### config.mk
export PLATFORM = sky130hd
export DESIGN_NAME = video_src_switch
export DESIGN_NICKNAME = d
export VERILOG_FILES = /design/src/rtl/video_src_switch_pkg.sv /design/src/rtl/video_src_switch_reg_slice.sv /design/src/rtl/video_src_switch.sv
export SDC_FILE = /design/constraint.sdc
export NUM_CORES = 1
export LEC_CHECK = 0
export CAP_MARGIN = 15
export CORE_UTILIZATION = 43
export CTS_BUF_LIST = sky130_fd_sc_hd__clkbuf_8 sky130_fd_sc_hd__clkbuf_16
export CTS_CLUSTER_DIAMETER = 120
export DETAILED_ROUTE_END_ITERATION = 8
export PLACE_DENSITY_LB_ADDON = 0.3
export SETUP_SLACK_MARGIN = 0.02
export SKIP_LAST_GASP = 1
export SYNTH_ARGS = -nofsm -noshare
export SYNTH_HDL_FRONTEND = slang
export SYNTH_HIERARCHICAL = 1
export SYNTH_SLANG_ARGS = --single-unit
### constraint.sdc
create_clock -name clk -period 2.1 [get_ports clk]
set_input_delay 0.42 -clock clk [delete_from_list [all_inputs] [get_ports clk]]
set_output_delay 0.42 -clock clk [all_outputs]
set_load 0.005 [all_outputs]
### src/rtl/video_src_switch_pkg.sv
// Shared types and constants for the frame-safe camera source switch.
// Imported by the switch top and its output register slice.
package video_switch_pkg;

   localparam int DATA_W = 24;

   localparam logic SRC_OS = 1'b0;
   localparam logic SRC_YS = 1'b1;

   typedef enum logic [1:0] {
      PASS  = 2'd0,
      DRAIN = 2'd1,
      SYNC  = 2'd2
   } sw_state_t;

   // A start-of-frame beat is one whose tuser flag is presented with tvalid.
   function automatic logic is_sof(input logic tvalid, input logic tuser);
      return tvalid & tuser;
   endfunction

endpackage

### src/rtl/video_src_switch_reg_slice.sv
// One-deep AXI4-Stream register slice carrying tdata/tlast/tuser.
// The upstream ready is high whenever the slot is empty or is emptying this cycle.
module axis_reg_slice #(
   parameter int DATA_W = 24
) (
   input  logic              clk,
   input  logic              rst,
   input  logic [DATA_W-1:0] s_tdata,
   input  logic              s_tvalid,
   input  logic              s_tlast,
   input  logic              s_tuser,
   output logic              s_tready,
   output logic [DATA_W-1:0] m_tdata,
   output logic              m_tvalid,
   output logic              m_tlast,
   output logic              m_tuser,
   input  logic              m_tready
);

   logic [DATA_W-1:0] data_q, data_d;
   logic              valid_q, valid_d;
   logic              last_q, last_d;
   logic              user_q, user_d;

   assign s_tready = ~valid_q | m_tready;
   assign m_tdata  = data_q;
   assign m_tvalid = valid_q;
   assign m_tlast  = last_q;
   assign m_tuser  = user_q;

   always_comb begin
      data_d  = data_q;
      valid_d = valid_q;
      last_d  = last_q;
      user_d  = user_q;
      if (s_tvalid & s_tready) begin
         data_d  = s_tdata;
         valid_d = 1'b1;
         last_d  = s_tlast;
         user_d  = s_tuser;
      end else if (m_tready) begin
         valid_d = 1'b0;
      end else begin
         valid_d = valid_q;
      end
   end

   always_ff @(posedge clk or posedge rst) begin
      if (rst) begin
         data_q  <= {DATA_W{1'b0}};
         valid_q <= 1'b0;
         last_q  <= 1'b0;
         user_q  <= 1'b0;
      end else begin
         data_q  <= data_d;
         valid_q <= valid_d;
         last_q  <= last_d;
         user_q  <= user_d;
      end
   end

endmodule

### src/rtl/video_src_switch.sv
// Frame-safe two-camera source switch: drains the active source to a frame end,
// flushes the new source until its SOF, then forwards whole frames only.
module video_src_switch
   import video_switch_pkg::*;
#(
   parameter int               DATA_W  = video_switch_pkg::DATA_W,
   parameter int               TMO_W   = 24,
   parameter logic [TMO_W-1:0] TMO_CYC = 24'd2_000_000
) (
   input  logic              clk,
   input  logic              rst,
   input  logic              sel_req,
   output logic              sel_cur,
   output logic              busy,
   output logic              sw_tmo,
   input  logic [DATA_W-1:0] os_tdata,
   input  logic              os_tvalid,
   input  logic              os_tlast,
   input  logic              os_tuser,
   output logic              os_tready,
   input  logic [DATA_W-1:0] ys_tdata,
   input  logic              ys_tvalid,
   input  logic              ys_tlast,
   input  logic              ys_tuser,
   output logic              ys_tready,
   output logic [DATA_W-1:0] m_tdata,
   output logic              m_tvalid,
   output logic              m_tlast,
   output logic              m_tuser,
   input  logic              m_tready
);

   localparam logic [TMO_W-1:0] TMO_ONE  = {{(TMO_W-1){1'b0}}, 1'b1};
   localparam logic [TMO_W-1:0] TMO_LAST = TMO_CYC - TMO_ONE;

   sw_state_t         state_q, state_d;
   logic              sel_cur_q, sel_cur_d;
   logic              tgt_q, tgt_d;
   logic [TMO_W-1:0]  cnt_q, cnt_d;
   logic              sw_tmo_q, sw_tmo_d;
   logic              busy_q;

   logic [DATA_W-1:0] act_tdata_s;
   logic              act_tvalid_s, act_tlast_s, act_tuser_s;
   logic              act_sof_s, oth_sof_s;
   logic              act_rdy_s, oth_rdy_s;
   logic              slice_vld_s, slice_rdy_s;

   always_comb begin
      if (sel_cur_q == SRC_YS) begin
         act_tdata_s  = ys_tdata;
         act_tvalid_s = ys_tvalid;
         act_tlast_s  = ys_tlast;
         act_tuser_s  = ys_tuser;
         oth_sof_s    = is_sof(os_tvalid, os_tuser);
      end else begin
         act_tdata_s  = os_tdata;
         act_tvalid_s = os_tvalid;
         act_tlast_s  = os_tlast;
         act_tuser_s  = os_tuser;
         oth_sof_s    = is_sof(ys_tvalid, ys_tuser);
      end
      act_sof_s = is_sof(act_tvalid_s, act_tuser_s);
   end

   // In SYNC the switch target is always the non-active source, so "other" is the new camera.
   always_comb begin
      state_d     = state_q;
      sel_cur_d   = sel_cur_q;
      tgt_d       = tgt_q;
      cnt_d       = cnt_q;
      sw_tmo_d    = sw_tmo_q;
      act_rdy_s   = 1'b1;
      oth_rdy_s   = 1'b1;
      slice_vld_s = 1'b0;
      case (state_q)
         PASS: begin
            act_rdy_s   = slice_rdy_s;
            slice_vld_s = act_tvalid_s;
            if (sel_req != sel_cur_q) begin
               tgt_d   = sel_req;
               state_d = DRAIN;
            end else begin
               state_d = PASS;
            end
         end
         DRAIN: begin
            if (act_sof_s) begin
               act_rdy_s = 1'b0;
               cnt_d     = {TMO_W{1'b0}};
               state_d   = SYNC;
            end else begin
               act_rdy_s   = slice_rdy_s;
               slice_vld_s = act_tvalid_s;
            end
         end
         SYNC: begin
            if (oth_sof_s) begin
               oth_rdy_s = 1'b0;
               sel_cur_d = tgt_q;
               sw_tmo_d  = 1'b0;
               cnt_d     = {TMO_W{1'b0}};
               state_d   = PASS;
            end else if (cnt_q == TMO_LAST) begin
               sw_tmo_d = 1'b1;
               cnt_d    = {TMO_W{1'b0}};
               state_d  = PASS;
            end else begin
               cnt_d = cnt_q + TMO_ONE;
            end
         end
         default: begin
            state_d = PASS;
         end
      endcase

      if (sel_cur_q == SRC_YS) begin
         ys_tready = act_rdy_s;
         os_tready = oth_rdy_s;
      end else begin
         os_tready = act_rdy_s;
         ys_tready = oth_rdy_s;
      end
   end

   always_ff @(posedge clk or posedge rst) begin
      if (rst) begin
         state_q   <= PASS;
         sel_cur_q <= SRC_OS;
         tgt_q     <= SRC_OS;
         cnt_q     <= {TMO_W{1'b0}};
         sw_tmo_q  <= 1'b0;
         busy_q    <= 1'b0;
      end else begin
         state_q   <= state_d;
         sel_cur_q <= sel_cur_d;
         tgt_q     <= tgt_d;
         cnt_q     <= cnt_d;
         sw_tmo_q  <= sw_tmo_d;
         busy_q    <= (state_d != PASS);
      end
   end

   assign sel_cur = sel_cur_q;
   assign busy    = busy_q;
   assign sw_tmo  = sw_tmo_q;

   axis_reg_slice #(
      .DATA_W (DATA_W)
   ) u_slice (
      .clk      (clk),
      .rst      (rst),
      .s_tdata  (act_tdata_s),
      .s_tvalid (slice_vld_s),
      .s_tlast  (act_tlast_s),
      .s_tuser  (act_tuser_s),
      .s_tready (slice_rdy_s),
      .m_tdata  (m_tdata),
      .m_tvalid (m_tvalid),
      .m_tlast  (m_tlast),
      .m_tuser  (m_tuser),
      .m_tready (m_tready)
   );

endmodule

==> flow_metrics.py <==
metrics = {
    "run_status": {
        "status": "complete, no violations",
    },
    "worst_setup_path": {
        "start_kind": "flop",
        "cp_slowest_cell": "dfrtp_2",
        "cp_num_cells": 4,
        "reg2reg_from": "sel_cur",
        "cp_cell_sequence": "buf_4, buf_4, buf_4, clkdlybuf4s50_1",
        "end_kind": "output pin",
        "cp.arrival_ps": 1620,
        "critPathKind": "flop to output pin",
        "rr_worst_depth": 8,
        "cp_num_buf_inv": 4,
        "crit_path_max_incr_delay_ps": 430,
        "critical-path-top-delay-family": "buffers and inverters",
        "path_max_fanout": 4,
        "path_common_cell": "buf_4",
        "cp-startpoint": "sel_cur",
        "critical_path_required_ps": 1680,
    },
    "logic_synthesis": {
        "syn_nets": 334,
        "synth-async-reset-ratio_pct": 100,
        "synth-seq-cells": 57,
        "synth-main-ff-cell": "dfrtp_1",
        "synth_area_mm2": 0.00314,
        "avgSynthCellArea_um2": 11.4,
        "synth_top_area_cell": "dfrtp_1",
        "syn-instance-count": 275,
        "synth-edff-count": 0,
        "synthTopCellsByArea": "dfrtp_1 45%, mux2_2 12%, mux2_4 9.6%",
        "ys_warn_count": 6,
        "synth_top_area_share_pct": 45.4,
        "ys_seq_area_share_pct": 45.4,
        "ys_types": 49,
    },
    "power_and_ir_drop": {
        "powerDensity_mw_per_mm2": 1190,
        "finalPower_mw": 5.44,
        "vdd_drop_max_mv": 0.639,
        "p_leak_nw": 1.96,
    },
    "clock_tree": {
        "cts_made_buffers": 9,
        "cts_tree": "built",
        "clkLatencyLatePin_ps": 340,
        "cts_max_level": 3,
        "cts_num_sinks": 57,
        "hold_buffers": 0,
        "cts.reportedPaths.clkPinSlew_ps": 60,
        "root_buffer": "clkbuf_8",
        "cts_max_path_buffers": 2,
    },
    "routing": {
        "avgRoutedWirePerCell_um": 15.4,
        "antenna_left": 0,
        "firstDrtPassIters": 6,
        "drc": 0,
        "routed_wl_um": 7680,
        "routed_via_density": 5.31,
        "num_vias": 2642,
        "drtIter0Drc": 161,
    },
    "global_route": {
        "gr-usage-met2_pct": 35.4,
        "grt_pass1_wl_um": 12900,
        "use_met3_pct": 8.91,
        "grt_antenna_before_repair": 0,
        "grt_max_degree": 31,
        "track_usage_pct": 22.3,
        "grt_pass1_vias": 2765,
        "use_met1_pct": 27.5,
        "overflow": 0,
        "gr-max-usage-layer": "met2",
    },
    "final_layout": {
        "final_net_count": 456,
        "fill_cells": 555,
        "drive_gt1_share_pct": 28.9,
        "diodes": 0,
        "area_growth_pct": 45.7,
    },
    "sta": {
        "tightest_slew_ps": 466,
        "slew_violations": 0,
        "grt_setup_unrepaired": "false",
        "finalCritPeriodShare_pct": 97.0,
        "clock_skew_ps": 13.2,
        "max-slew-margin-rel_pct": 68.7,
        "clock.fmax_mhz": 491,
        "setup_viol": 0,
        "fin_tns_setup_ps": 0,
        "period_needed_ps": 2040,
        "hold_violations": 0,
    },
    "floorplanning": {
        "coreArea_mm2": 0.00691,
        "ios": 90,
        "start_util_pct": 45.5,
        "fp.dieW_um": 87.5,
        "die_area_mm2": 0.00765,
        "die_y_um": 87.5,
        "rows": 30,
    },
    "flow_run": {
        "max-cap-violations": 0,
    },
    "placed_design": {
        "port_buffers": 89,
        "dp_hpwl_um": 5460,
        "gp_congestion": 0.799,
    },
    "min_path": {
        "hold_path.class": "input pin to asynchronous set/reset pin",
    },
}
final cells by class:
type	instances	area, um2	share of cell area, %
multi-input cells	200	1640	35.8
flip-flops and latches	57	1430	31.2
repair buffers	124	1180	25.8
clock buffers	10	138	3.01
well taps	96	120	2.62
clock inverters	6	51.3	1.12
inverters	5	18.8	0.410
cells in the mapped netlist, types with 2 or more instances:
master,instances
nand2_1,16
a21oi_1,9
xor2_1,4
clkbuf_1,2
and3_1,4
nand4b_1,2
o21bai_1,2
nor2b_1,3
buf_2,4
nand2b_1,3
buf_6,4
a41oi_1,3
inv_1,5
mux2_4,20
mux2i_1,3
buf_1,3
dfrtp_1,57
xnor2_1,3
nand3b_1,2
nand4_1,3
nor3_1,5
o31ai_1,2
or2_1,2
a22o_1,8
nor2_1,10
a31oi_1,12
mux2_2,34
o21ai_0,13
nand3_1,17
state kept, by name (all words and copies together), names as in the netlist:
register	flops
busy	1
cnt_q	24
sel_cur	1
state_q	2
sw_tmo	1
tgt_q	1
u_slice/m_tdata	24
u_slice/m_tlast	1
u_slice/m_tuser	1
u_slice/m_tvalid	1
per-layer routing:
layer	up-vias	share of wire (%)
li1	1268	-
met4	0	1.6
met2	88	48
met5	-	0
met3	12	7.4
met1	1274	43
cells in the final DEF, fill, tap and decap left out, types with 4 or more instances in the layout:
master            n
nor3_1            5
nand2_1          16
clkdlybuf4s50_1  87
mux2_4           20
a22o_1            8
inv_1             8
dfrtp_1          54
xor2_1            4
and3_1            4
nor2_1           10
o21ai_0          12
nand3_1          17
a21oi_1           9
mux2_2           34
clkbuf_8         10
a31oi_1          11
buf_4            33
worst min-delay path: stages:
cell,delay (ps)
clkdlybuf4s50_1,420
inv_1,60
buf_4,310
logic make-up after synthesis:
logic type      share of synthesized area (%)
flops                                    45.4
compound gates                           12.0
xor+xnor                                 1.95
fa+ha+maj                               0.398
mux                                      22.7
buf+inv                                  3.27
simple gates                             14.3
report_power, final:
part / leakage, nW / switching [mW] / internal, mW
Combinational: 1.14 / 0.977 / 1.76
Clock: 0.110 / 0.426 / 0.563
Sequential: 0.716 / 0.255 / 1.45
worst paths after layout:
path	slack, ps	end
max in group asynchronous	1300	sel_cur
min	470	u_slice/m_tdata[16]
min in group clk	500	cnt_q[23]
max reg2reg	80	u_slice/m_tdata[18]
max	60	sel_cur
min reg2reg	500	cnt_q[23]
repair_timing:
action	in CTS	in global routing
pin swaps	0	1
endpoints found under the setup margin	18	30
gates resized for setup	7	5
setup buffers	7	3
metrics by stage:
step | std cells | util [%] | cell area (um2) | setup slack, ps | hold WS, ps
6_report | 498 | 66.3 | 4580 | 63.7 | 466
5_1_grt | 498 | 66.3 | 4580 | 23.6 | 512
4_1_cts | 495 | 65.7 | 4540 | -30.1 | 483
3_5_place_dp | 472 | 62.1 | 4290 | -83.3 | 487
3_3_place_gp | 472 | 62.1 | 4290 | -49.7 | 488
2_1_floorplan | 275 | - | 3140 | 52.4 | 453
Power figures use the tool's default switching activity.
